$ cat src/rtl/booth_pkg.sv
// Shared constants and FSM encoding for the Booth multiplier accumulator back end.
package booth_pkg;

   localparam int N     = 8;
   localparam int P_W   = 2 * N;
   localparam int ACC_W = 24;
   localparam int LEN_W = 10;

   typedef enum logic [1:0] {
      IDLE = 2'd0,
      ACC  = 2'd1,
      DONE = 2'd2
   } state_t;

   localparam logic signed [ACC_W-1:0] ACC_MAX = {1'b0, {(ACC_W-1){1'b1}}};
   localparam logic signed [ACC_W-1:0] ACC_MIN = {1'b1, {(ACC_W-1){1'b0}}};

endpackage

$ cat src/rtl/booth_acc_add.sv
// Combinational sign-extend, add and overflow detect for the accumulator.
// Define BOOTH_ACC_SATURATE_EN to clamp on overflow instead of wrapping.
module booth_acc_add
   import booth_pkg::*;
#(
   parameter int P_W   = booth_pkg::P_W,
   parameter int ACC_W = booth_pkg::ACC_W
) (
   input  logic [ACC_W-1:0] acc_i,
   input  logic [P_W-1:0]   p_i,
   output logic [ACC_W-1:0] sum_o,
   output logic             ovf_o
);

   logic signed [ACC_W-1:0] a_s;
   logic signed [ACC_W-1:0] b_s;
   logic signed [ACC_W:0]   s_s;

   assign a_s = $signed(acc_i);
   assign b_s = ACC_W'($signed(p_i));
   assign s_s = {a_s[ACC_W-1], a_s} + {b_s[ACC_W-1], b_s};

   // With one guard bit, the top two sum bits disagree exactly when two
   // equal-signed operands produced a result of the opposite sign.
   assign ovf_o = s_s[ACC_W] ^ s_s[ACC_W-1];

`ifdef BOOTH_ACC_SATURATE_EN
   always_comb begin
      sum_o = s_s[ACC_W-1:0];
      if (ovf_o) begin
         // The guard bit carries the true sign, giving the clamp direction.
         sum_o = s_s[ACC_W] ? {1'b1, {(ACC_W-1){1'b0}}} : {1'b0, {(ACC_W-1){1'b1}}};
      end
   end
`else
   assign sum_o = s_s[ACC_W-1:0];
`endif

endmodule

$ cat src/rtl/booth_acc.sv
// Streaming signed accumulator behind the Booth multiplier: sums len products per job.
// Overflow response is wrap by default; BOOTH_ACC_SATURATE_EN selects saturation.
module booth_acc
   import booth_pkg::*;
#(
   parameter int N     = booth_pkg::N,
   parameter int P_W   = 2 * N,
   parameter int ACC_W = booth_pkg::ACC_W,
   parameter int LEN_W = booth_pkg::LEN_W
) (
   input  logic             clk,
   input  logic             rst_n,
   input  logic             start,
   input  logic [LEN_W-1:0] len,
   input  logic             in_valid,
   output logic             in_ready,
   input  logic [P_W-1:0]   in_p,
   output logic             out_valid,
   input  logic             out_ready,
   output logic [ACC_W-1:0] out_acc,
   output logic             out_ovf,
   output logic             busy
);

   state_t             state_q, state_d;
   logic [ACC_W-1:0]   acc_q, acc_d;
   logic [LEN_W-1:0]   rem_q, rem_d;
   logic               ovf_q, ovf_d;
   logic [ACC_W-1:0]   add_sum;
   logic               add_ovf;

   booth_acc_add #(
      .P_W   (P_W),
      .ACC_W (ACC_W)
   ) u_add (
      .acc_i (acc_q),
      .p_i   (in_p),
      .sum_o (add_sum),
      .ovf_o (add_ovf)
   );

   always_ff @(posedge clk or negedge rst_n) begin
      if (!rst_n) begin
         state_q <= IDLE;
         acc_q   <= '0;
         rem_q   <= '0;
         ovf_q   <= 1'b0;
      end else begin
         state_q <= state_d;
         acc_q   <= acc_d;
         rem_q   <= rem_d;
         ovf_q   <= ovf_d;
      end
   end

   always_comb begin
      state_d   = state_q;
      acc_d     = acc_q;
      rem_d     = rem_q;
      ovf_d     = ovf_q;
      in_ready  = 1'b0;
      out_valid = 1'b0;
      unique case (state_q)
         IDLE: begin
            if (start) begin
               acc_d   = '0;
               ovf_d   = 1'b0;
               rem_d   = len;
               state_d = (len == '0) ? DONE : ACC;
            end
         end
         ACC: begin
            in_ready = 1'b1;
            if (in_valid) begin
               acc_d = add_sum;
               ovf_d = ovf_q | add_ovf;
               rem_d = rem_q - LEN_W'(1);
               if (rem_q == LEN_W'(1)) begin
                  state_d = DONE;
               end
            end
         end
         DONE: begin
            // Result is held in acc_q/ovf_q until the consumer takes it.
            out_valid = 1'b1;
            if (out_ready) begin
               state_d = IDLE;
            end
         end
         default: state_d = IDLE;
      endcase
   end

   assign out_acc = acc_q;
   assign out_ovf = ovf_q;
   assign busy    = (state_q != IDLE);

endmodule

$ cat config.mk
export PLATFORM = sky130hd
export DESIGN_NAME = booth_acc
export DESIGN_NICKNAME = d
export VERILOG_FILES = /design/src/rtl/booth_pkg.sv /design/src/rtl/booth_acc_add.sv /design/src/rtl/booth_acc.sv
export SDC_FILE = /design/constraint.sdc
export NUM_CORES = 1
export LEC_CHECK = 0
export ABC_AREA = 0
export CORE_ASPECT_RATIO = 1.1
export CORE_MARGIN = 4
export CORE_UTILIZATION = 48
export CTS_BUF_LIST = sky130_fd_sc_hd__clkbuf_2 sky130_fd_sc_hd__clkbuf_4 sky130_fd_sc_hd__clkbuf_8
export CTS_CLUSTER_DIAMETER = 150
export CTS_CLUSTER_SIZE = 28
export DETAILED_ROUTE_END_ITERATION = 10
export GPL_ROUTABILITY_DRIVEN = 0
export PLACE_DENSITY = 0.79
export SYNTH_ARGS = -nofsm -noshare
export SYNTH_HDL_FRONTEND = slang
export SYNTH_HIERARCHICAL = 1
export SYNTH_SLANG_ARGS = --single-unit
$ cat constraint.sdc
create_clock -name clk -period 3 [get_ports clk]
set_clock_uncertainty 0.1 [all_clocks]
set_input_delay 0.6 -clock clk [delete_from_list [all_inputs] [get_ports clk]]
set_output_delay 0.6 -clock clk [all_outputs]
set_load 0.01 [all_outputs]
Word level (Yosys, flattened, before mapping) --
Index checks and enable logic that the tools add are counted.
Storage, ports and cells: bits in registers 37, output and inout port bits 28, word-level logic and storage cells 38
Operators by class: add/sub/neg operators 2, eq/ne operators 7, multiplexer cells 17, bitwise gates (word level) 2, reductions and logical operators 6
Operators with widths (count):
- 24-bit 2-to-1 mux | 2
- 24-bit one-hot mux with 2 select lines | 1
- 24-bit by 16-bit adder with 25-bit output | 1
- 10-bit 2-to-1 mux | 2
- 10-bit one-hot mux with 2 select lines | 1
- 10-bit by 1-bit == test with 1-bit output (second input constant) | 1
- 10-bit zero test | 1
- 2-bit 2-to-1 mux | 5
- 10-bit by 1-bit subtractor with 10-bit output (second input constant) | 1
- 2-bit inequality test (second input constant) | 4
- 2-bit one-hot mux with 3 select lines | 1
- 1-bit 2-to-1 mux | 4
- 4-bit AND reduction | 1
- 2-bit nonzero test | 2
- 3-bit AND reduction | 1
- 2-bit by 1-bit == test with 1-bit output (second input constant) | 1
- 2-bit == test (second input constant) | 1
- 2-bit zero test | 1
- 1-bit one-hot mux with 2 select lines | 1
- 1-bit OR | 1
- 1-bit XOR | 1

Longest topological paths before layout --
Gate-level depths: netlist of run 1.
depth in word-level cells 5, gate-level depth with buffers 13, gate-level depth less buffers 13

Cells and area by module --
Netlist of run 1, hierarchy kept.
By module, submodules not included:
- booth_acc | instances 1, cells each 156, area each 1672.9 sq um, sequential area each 925.9 sq um
- booth_acc_add | instances 1, cells each 151, area each 1158.6 sq um, sequential area each 0.0 sq um

Worst setup path before layout of run 1 --
OpenSTA, ideal clock, no wires.
path kind input-to-reg, start point input in_p[0], end point register acc_q[18], in the netlist out_acc[18], setup time 121 ps, arrival time 3126 ps, required time 2779 ps, path slack -347 ps, stages 10, cells stage by stage ha_1 fa_1 a211o_1 a2111oi_4 o31ai_1 o31a_1 a2111oi_2 nor3_1 xor2_1 a22o_1
On the way: word-level cells in the longest chain between the ends 3
Ends and longest elaborated chain:
- from (decl) | RTL line booth_acc.sv:17 | input logic [P_W-1:0] in_p,
- 24-bit by 16-bit adder with 25-bit output | RTL line booth_acc_add.sv:21 | assign s_s = {a_s[ACC_W-1], a_s} + {b_s[ACC_W-1], b_s};
- net add_sum[18] | RTL line booth_acc.sv:29 | logic [ACC_W-1:0] add_sum;
- 24-bit 2-to-1 mux | RTL line booth_acc.sv:74 | if (in_valid) begin
- 24-bit one-hot mux with 2 select lines | RTL line booth_acc.sv:63 | unique case (state_q)
- to (signal assigned) | RTL line booth_acc.sv:45 | acc_q <= '0;
- to (signal assigned) | RTL line booth_acc.sv:50 | acc_q <= acc_d;
- to (decl) | RTL line booth_acc.sv:26 | logic [ACC_W-1:0] acc_q, acc_d;
The timed path passes the listed nets, and every way through them passes these cells. The select of a mux whose other input is x is not followed. A chain may end at the register's enable or synchronous reset.

Worst setup path in the final report of run 1 --
Same ends and word-level chain as after synthesis.

==> flow_summary.json, run 1 <==
{
  "synth_cell_types": 54,
  "violations": "negative setup slack",
  "die-area_sq_um": 7193,
  "fin_crit_ns": 3.011,
  "seq_area_frac_synth_pct": 32.70,
  "synth_top_area_share_pct": 32.70,
  "max_stage_delay_ns": 0.35,
  "path_cells": "buf_2 -> ha_4 -> fa_2 -> a211o_1 -> a2111oi_4 -> o31ai_2 -> o31a_1 -> a2111oi_4 -> nor3_2 -> xor2_1 -> a22o_1",
  "final_area_sq_um": 4133,
  "die_y_um": 88.55,
  "rsz0062_at_grt": "yes",
  "syn_to_final_growth_pct": 45.96,
  "clock_path_buffers": 2,
  "reg2regPathDepth": 10,
  "gr-usage-all-layers_pct": 22.95,
  "hp-class": "in2async",
  "h-tree-depth": 2,
  "startpoint": "in_p[0]",
  "cp.required_ns": 3.08,
  "grt_overflow_total": 0,
  "yosysTopAreaCell": "dfrtp_1",
  "cts_tree": "done",
  "dpl.hpwl_mm": 5.822,
  "yosys-top-cells-count": "37 x dfrtp_1, 28 x a21oi_1, 26 x ha_1, 25 x a22o_1, 19 x nor2_1",
  "period_share_pct": 100.4,
  "clk_pin_slew_ns": 0.07,
  "antenna_cells": 0,
  "finalWorstSetupSlack_ns": -0.01077,
  "firstDrtPassIters": 4,
  "initial_core_util_pct": 49.39,
  "drc": 0,
  "netlist_instances": 307,
  "yosys_warnings": 6,
  "crit_path_start_kind": "input pin",
  "status": "finished, violations left",
  "ctsHoldBuffers": 0,
  "max_freq_ghz": 0.3321,
  "die_width_um": 81.23,
  "multi_input_area_sq_um": 1994,
  "tightest_slew_ns": 1.063,
  "synth_flop_cell": "dfrtp_1",
  "drt_iter0_drc": 185,
  "synth_area_per_cell_sq_um": 9.223,
  "antenna_found_initial": 0,
  "cts_buffers": 5,
  "synth_area_sq_um": 2831,
  "fin_nets": 476,
  "relSlewSlack_pct": 29.13,
  "post-synth-top-count-cell": "dfrtp_1",
  "ios": 59,
  "cp_common_cell": "a2111oi_4",
  "coreArea_sq_um": 5733,
  "max-vdd-ir-drop_mv": 0.6606,
  "layout.area.seq_sq_um": 925.9,
  "synth_edf_count": 0,
  "root_buffer": "clkbuf_8",
  "finalHoldViolCount": 0,
  "ys_async_sr_fraction_pct": 100.0,
  "ys_seq_elements": 37,
  "wl_mm": 8.006,
  "syn_nets": 365,
  "r2r-start": "out_acc[0]",
  "num-fill-cells": 476,
  "path_class": "in2reg",
  "setup_viol": 1,
  "maxCapViolations": 0,
  "grt_max_degree": 38,
  "synth_top_cells_by_area": "dfrtp_1 33%, ha_1 11%, a22o_1 7.7%",
  "via_per_inst": 5.923,
  "post-place-ws_ns": -0.7587,
  "setup_tns_ns": -0.01077,
  "grt_pass1_vias": 2932,
  "ant_nets": 0,
  "cp.arrival_ns": 3.09,
  "cp_max_fo": 2,
  "portBuffers": 58,
  "worstSetupEndpointType": "flop",
  "cp_slowest_cell": "a211o_1",
  "drv_slew": 0,
  "cts.sinks": 37,
  "p_leak_nw": 1.894,
  "wl_per_cell_um": 16.14,
  "drive_gt1_share_pct": 22.67,
  "row_count": 29,
  "clk_latency_ns": 0.29,
  "whs_ns": 0.3117,
  "placed_cell_area_sq_um": 3865,
  "power_density_nw_per_um2": 1092,
  "dr_total_vias": 2938,
  "grt_pass1_wl_mm": 13.14
}
power breakdown:
part | internal (mW) | switching (mW)
Clock | 0.170 | 0.179
Sequential | 0.735 | 0.247
Combinational | 1.73 | 1.45
Total | 2.64 | 1.88
cell families after synthesis:
group	Yosys count	synth area share, %
compound gates	124	31.11
xor+xnor	20	6.187
fa+ha+maj	27	12.20
buf+inv	19	2.784
flops	37	32.70
mux	1	0.3535
simple gates	79	14.67
through the flow:
step / utilization (%) / std cells / total power [mW]
global route: 72.09 / 496 / 4.883
detailed placement: 67.42 / 482 / 3.878
global placement: 67.42 / 482 / 3.773
finish: 72.09 / 496 / 4.514
CTS: 71.21 / 495 / 4.423
floorplan: - / 307 / 2.696
flip-flops by register name, indices dropped and copies added (netlist names):
name	flops
state_q	2
out_acc	24
out_ovf	1
rem_q	10
final cells by class:
class,instances,share of cell area [%]
Multi-Input combinational cell,251,48.26
Sequential cell,37,22.40
Clock inverter,2,0.2422
Timing Repair Buffer,116,24.28
Clock buffer,6,1.847
Inverter,7,0.6358
Tap cell,77,2.331
critical path: cells and delay by family:
| kind | cells | cell delay (ns) |
|---|---|---|
| AOI/OAI and AO/OA | 6 | 1.62 |
| xor gates and xnor gates | 1 | 0.15 |
| adders and majority gates | 2 | 0.49 |
| buffers and inverters | 1 | 0.12 |
| and+or+nand+nor | 1 | 0.10 |
worst paths after layout:
| path | slack, ns | end |
|---|---|---|
| hold / removal | 0.31 | out_acc[0] |
| min in group clk | 0.43 | out_ovf |
| hold reg to reg | 0.43 | out_ovf |
| setup / recovery | -0.01 | out_acc[18] |
| max in group asynchronous | 1.95 | rem_q[2] |
| setup reg to reg | -0.01 | out_acc[18] |
layer usage:
layer,GRT usage [%],part of all wire [%],up-vias
met4,6.605,1.1,0
met3,3.870,5.3,9
met2,40.85,51,101
met1,28.46,42,1428
li1,-,-,1400
met5,0,0,-
timing repair:
item / CTS / global route
resized for setup: 29 / 10
endpoints found under the setup margin: 12 / 6
buffers inserted: 5 / 1
gates cloned: 0 / 0
pin swaps: 14 / 10
layout by cell type, fill, tap and decap left out, drive strengths merged, types with 2 or more instances in the layout:
| cell type | instances |
|---|---|
| ha | 26 |
| nor2 | 19 |
| clkbuf | 6 |
| and3 | 2 |
| buf | 60 |
| a31oi | 2 |
| inv | 7 |
| and4 | 2 |
| dlygate4sd2 | 4 |
| clkinv | 2 |
| a311oi | 2 |
| nor4 | 5 |
| a21oi | 28 |
| nand2b | 6 |
| and2 | 2 |
| nand2 | 14 |
| a2bb2oi | 2 |
| o31ai | 3 |
| a211oi | 3 |
| o21ai | 23 |
| o21bai | 4 |
| nor3 | 8 |
| nand3 | 8 |
| a21o | 12 |
| or2 | 3 |
| clkdlybuf4s50 | 50 |
| a22o | 25 |
| nand4b | 2 |
| dfrtp | 37 |
| xnor2 | 11 |
| o22ai | 6 |
| o21a | 3 |
| o211ai | 2 |
| xor2 | 9 |
| nand4 | 2 |
| a2111oi | 3 |
Note: power is estimated with default switching activity, not from simulation.
==> inputs of run 2 (changes only) <==
--- a/config.mk
+++ b/config.mk
@@ -11,7 +11,7 @@
 export CORE_UTILIZATION = 48
 export CTS_BUF_LIST = sky130_fd_sc_hd__clkbuf_2 sky130_fd_sc_hd__clkbuf_4 sky130_fd_sc_hd__clkbuf_8
 export CTS_CLUSTER_DIAMETER = 150
-export CTS_CLUSTER_SIZE = 28
+export CTS_CLUSTER_SIZE = 16
 export DETAILED_ROUTE_END_ITERATION = 10
 export GPL_ROUTABILITY_DRIVEN = 0
 export PLACE_DENSITY = 0.79
==> results of run 2 <==
The final DEF is identical to that of run 1; final timing and power are the same.
==> inputs of run 3 (changes only) <==
--- a/config.mk
+++ b/config.mk
@@ -8,12 +8,14 @@
 export ABC_AREA = 0
 export CORE_ASPECT_RATIO = 1.1
 export CORE_MARGIN = 4
-export CORE_UTILIZATION = 48
+export CORE_UTILIZATION = 60
 export CTS_BUF_LIST = sky130_fd_sc_hd__clkbuf_2 sky130_fd_sc_hd__clkbuf_4 sky130_fd_sc_hd__clkbuf_8
 export CTS_CLUSTER_DIAMETER = 150
 export CTS_CLUSTER_SIZE = 16
 export DETAILED_ROUTE_END_ITERATION = 10
+export DONT_BUFFER_PORTS = 1
 export GPL_ROUTABILITY_DRIVEN = 0
+export MAX_ROUTING_LAYER = met4
 export PLACE_DENSITY = 0.79
 export SYNTH_ARGS = -nofsm -noshare
 export SYNTH_HDL_FRONTEND = slang
==> flow_summary.json, run 3 (same netlist as run 1, synthesis figures left out) <==
{
  "status": "finished, violations left",
  "violations": "negative setup slack",
  "cp.required_ns": 3.07,
  "die_y_um": 80.05,
  "crit_path_start_kind": "flop",
  "wl_per_cell_um": 17.08,
  "finalWorstSetupSlack_ns": -0.01460,
  "max-vdd-ir-drop_mv": 0.5852,
  "h-tree-depth": 2,
  "post-place-ws_ns": -0.2864,
  "clk_pin_slew_ns": 0.07,
  "ios": 59,
  "cts_tree": "done",
  "setup_viol": 1,
  "post_layout_nonfiller_instances": 376,
  "tightest_slew_ns": 0.7132,
  "initial_core_util_pct": 63.75,
  "row_count": 25,
  "relSlewSlack_pct": 52.27,
  "rsz0062_at_grt": "yes",
  "clk_latency_ns": 0.28,
  "antenna_found_initial": 0,
  "maxCapViolations": 0,
  "power_density_nw_per_um2": 1150,
  "via_per_inst": 6.519,
  "cts.sinks": 37,
  "r2r-start": "out_acc[0]",
  "worstSetupEndpointType": "flop",
  "startpoint": "out_acc[0]",
  "clock_path_buffers": 2,
  "portBuffers": 0,
  "antenna_cells": 0,
  "cp.arrival_ns": 3.09,
  "period_share_pct": 100.5,
  "r2r_slack_ns": -0.01,
  "placed_cells": 366,
  "fin_nets": 379,
  "largest_reg_flops": 24,
  "die-area_sq_um": 5884,
  "layout_common_cells": "37 x dfrtp_1, 27 x a21oi_1, 25 x a22o_1, 25 x ha_1, 19 x nor2_1",
  "r2r_end": "out_acc[18]",
  "grt_pass1_vias": 2422,
  "grt_overflow_total": 0,
  "drive_gt1_share_pct": 12.42,
  "path_class": "reg2reg",
  "grt_max_degree": 38,
  "crit_path_end": "out_acc[18]",
  "fin_crit_ns": 3.015,
  "grt_pass1_wl_mm": 10.81,
  "gr-usage-all-layers_pct": 23.54,
  "firstDrtPassIters": 4,
  "drv_slew": 0,
  "drc": 0,
  "cp_max_fo": 3,
  "dr_total_vias": 2451,
  "hp-class": "in2async",
  "max_freq_ghz": 0.3317,
  "cts_buffers": 5,
  "ant_nets": 0,
  "die_width_um": 73.50,
  "coreArea_sq_um": 4442,
  "drt_iter0_drc": 152,
  "p_leak_nw": 1.445,
  "setup_tns_ns": -0.01460,
  "wl_mm": 6.422,
  "dpl.hpwl_mm": 4.807,
  "layout_commonest_cell": "dfrtp_1",
  "root_buffer": "clkbuf_8",
  "finalHoldViolCount": 0,
  "syn_to_final_growth_pct": 10.43,
  "reg2regPathDepth": 10
}
==> run 3: cell count changes in the layout (fill, tap and decap cells not counted), sizes merged <==
cell | previous run | this run
dlymetal6s2s | 1 | 0
dlygate4sd2 | 4 | 0
clkdlybuf4s15 | 1 | 0
buf | 60 | 19
clkdlybuf4s50 | 50 | 0
==> run 3: metal layers <==
| metal | vias to the layer above | wire [um] | track usage [%] | share of wire (%) |
|---|---|---|---|---|
| met2 | 67 | 3038 | 37.68 | 47 |
| met4 | 0 | 44 | 6.341 | 0.69 |
| met5 | - | 0 | - | 0 |
| met1 | 1173 | 2899 | 29.81 | 45 |
| li1 | 1207 | - | - | - |
| met3 | 4 | 439 | 5.507 | 6.8 |
==> run 3: final cells by class <==
class | instances | area (sq um)
clock buffers | 6 | 76.32
clock inverters | 2 | 10.01
fillers | 351 | 1315
inverters | 7 | 26.28
multi-input cells | 251 | 1866
flip-flops and latches | 37 | 925.9
well taps | 54 | 67.56
repair buffers | 19 | 155.1
==> run 3: worst min path at each step <==
stage	from	endpoint	depth (start not counted)
floorplan	rst_n	out_acc[0]	0
global route	rst_n	out_acc[8]	1
CTS	rst_n	out_acc[7]	1
global placement	rst_n	out_acc[2]	0
detailed placement	rst_n	out_acc[2]	0
finish	rst_n	out_acc[1]	1
==> run 3: critical path: stages, from the launching register on <==
cell       delay (ns)
dfrtp_1          0.41
ha_4             0.18
fa_2             0.35
a211o_1          0.32
a2111oi_4        0.37
o31ai_2          0.11
o31a_1           0.30
a2111oi_2        0.31
nor3_1           0.09
xor2_1           0.15
a22o_1           0.21
==> run 3: timing repair <==
action / in CTS / in global routing
endpoints found under the hold margin: 37 / 0
pin swaps: 4 / 1
setup buffers: 0 / 1
gates resized for setup: 3 / 4
hold buffers: 1 / 0
endpoints found under the setup margin: 3 / 5
cloned: 0 / 0
==> run 3: where the power goes <==
part	leakage, nW	switching [mW]	internal (mW)
registers	0.448	0.317	0.735
clock network	0.0484	0.175	0.170
logic	0.949	1.11	1.08
==> run 3: metrics by stage <==
step	util [%]	hold slack (ns)	area, sq um	power [mW]
final	70.39	0.04445	3127	3.595
after detailed placement	67.49	0.2053	2998	3.192
after global placement	67.49	0.2053	2998	3.128
after global routing	70.39	0.04638	3127	3.932
after floorplan	-	0.2044	2855	2.696
after CTS	70.20	0.04780	3118	3.587
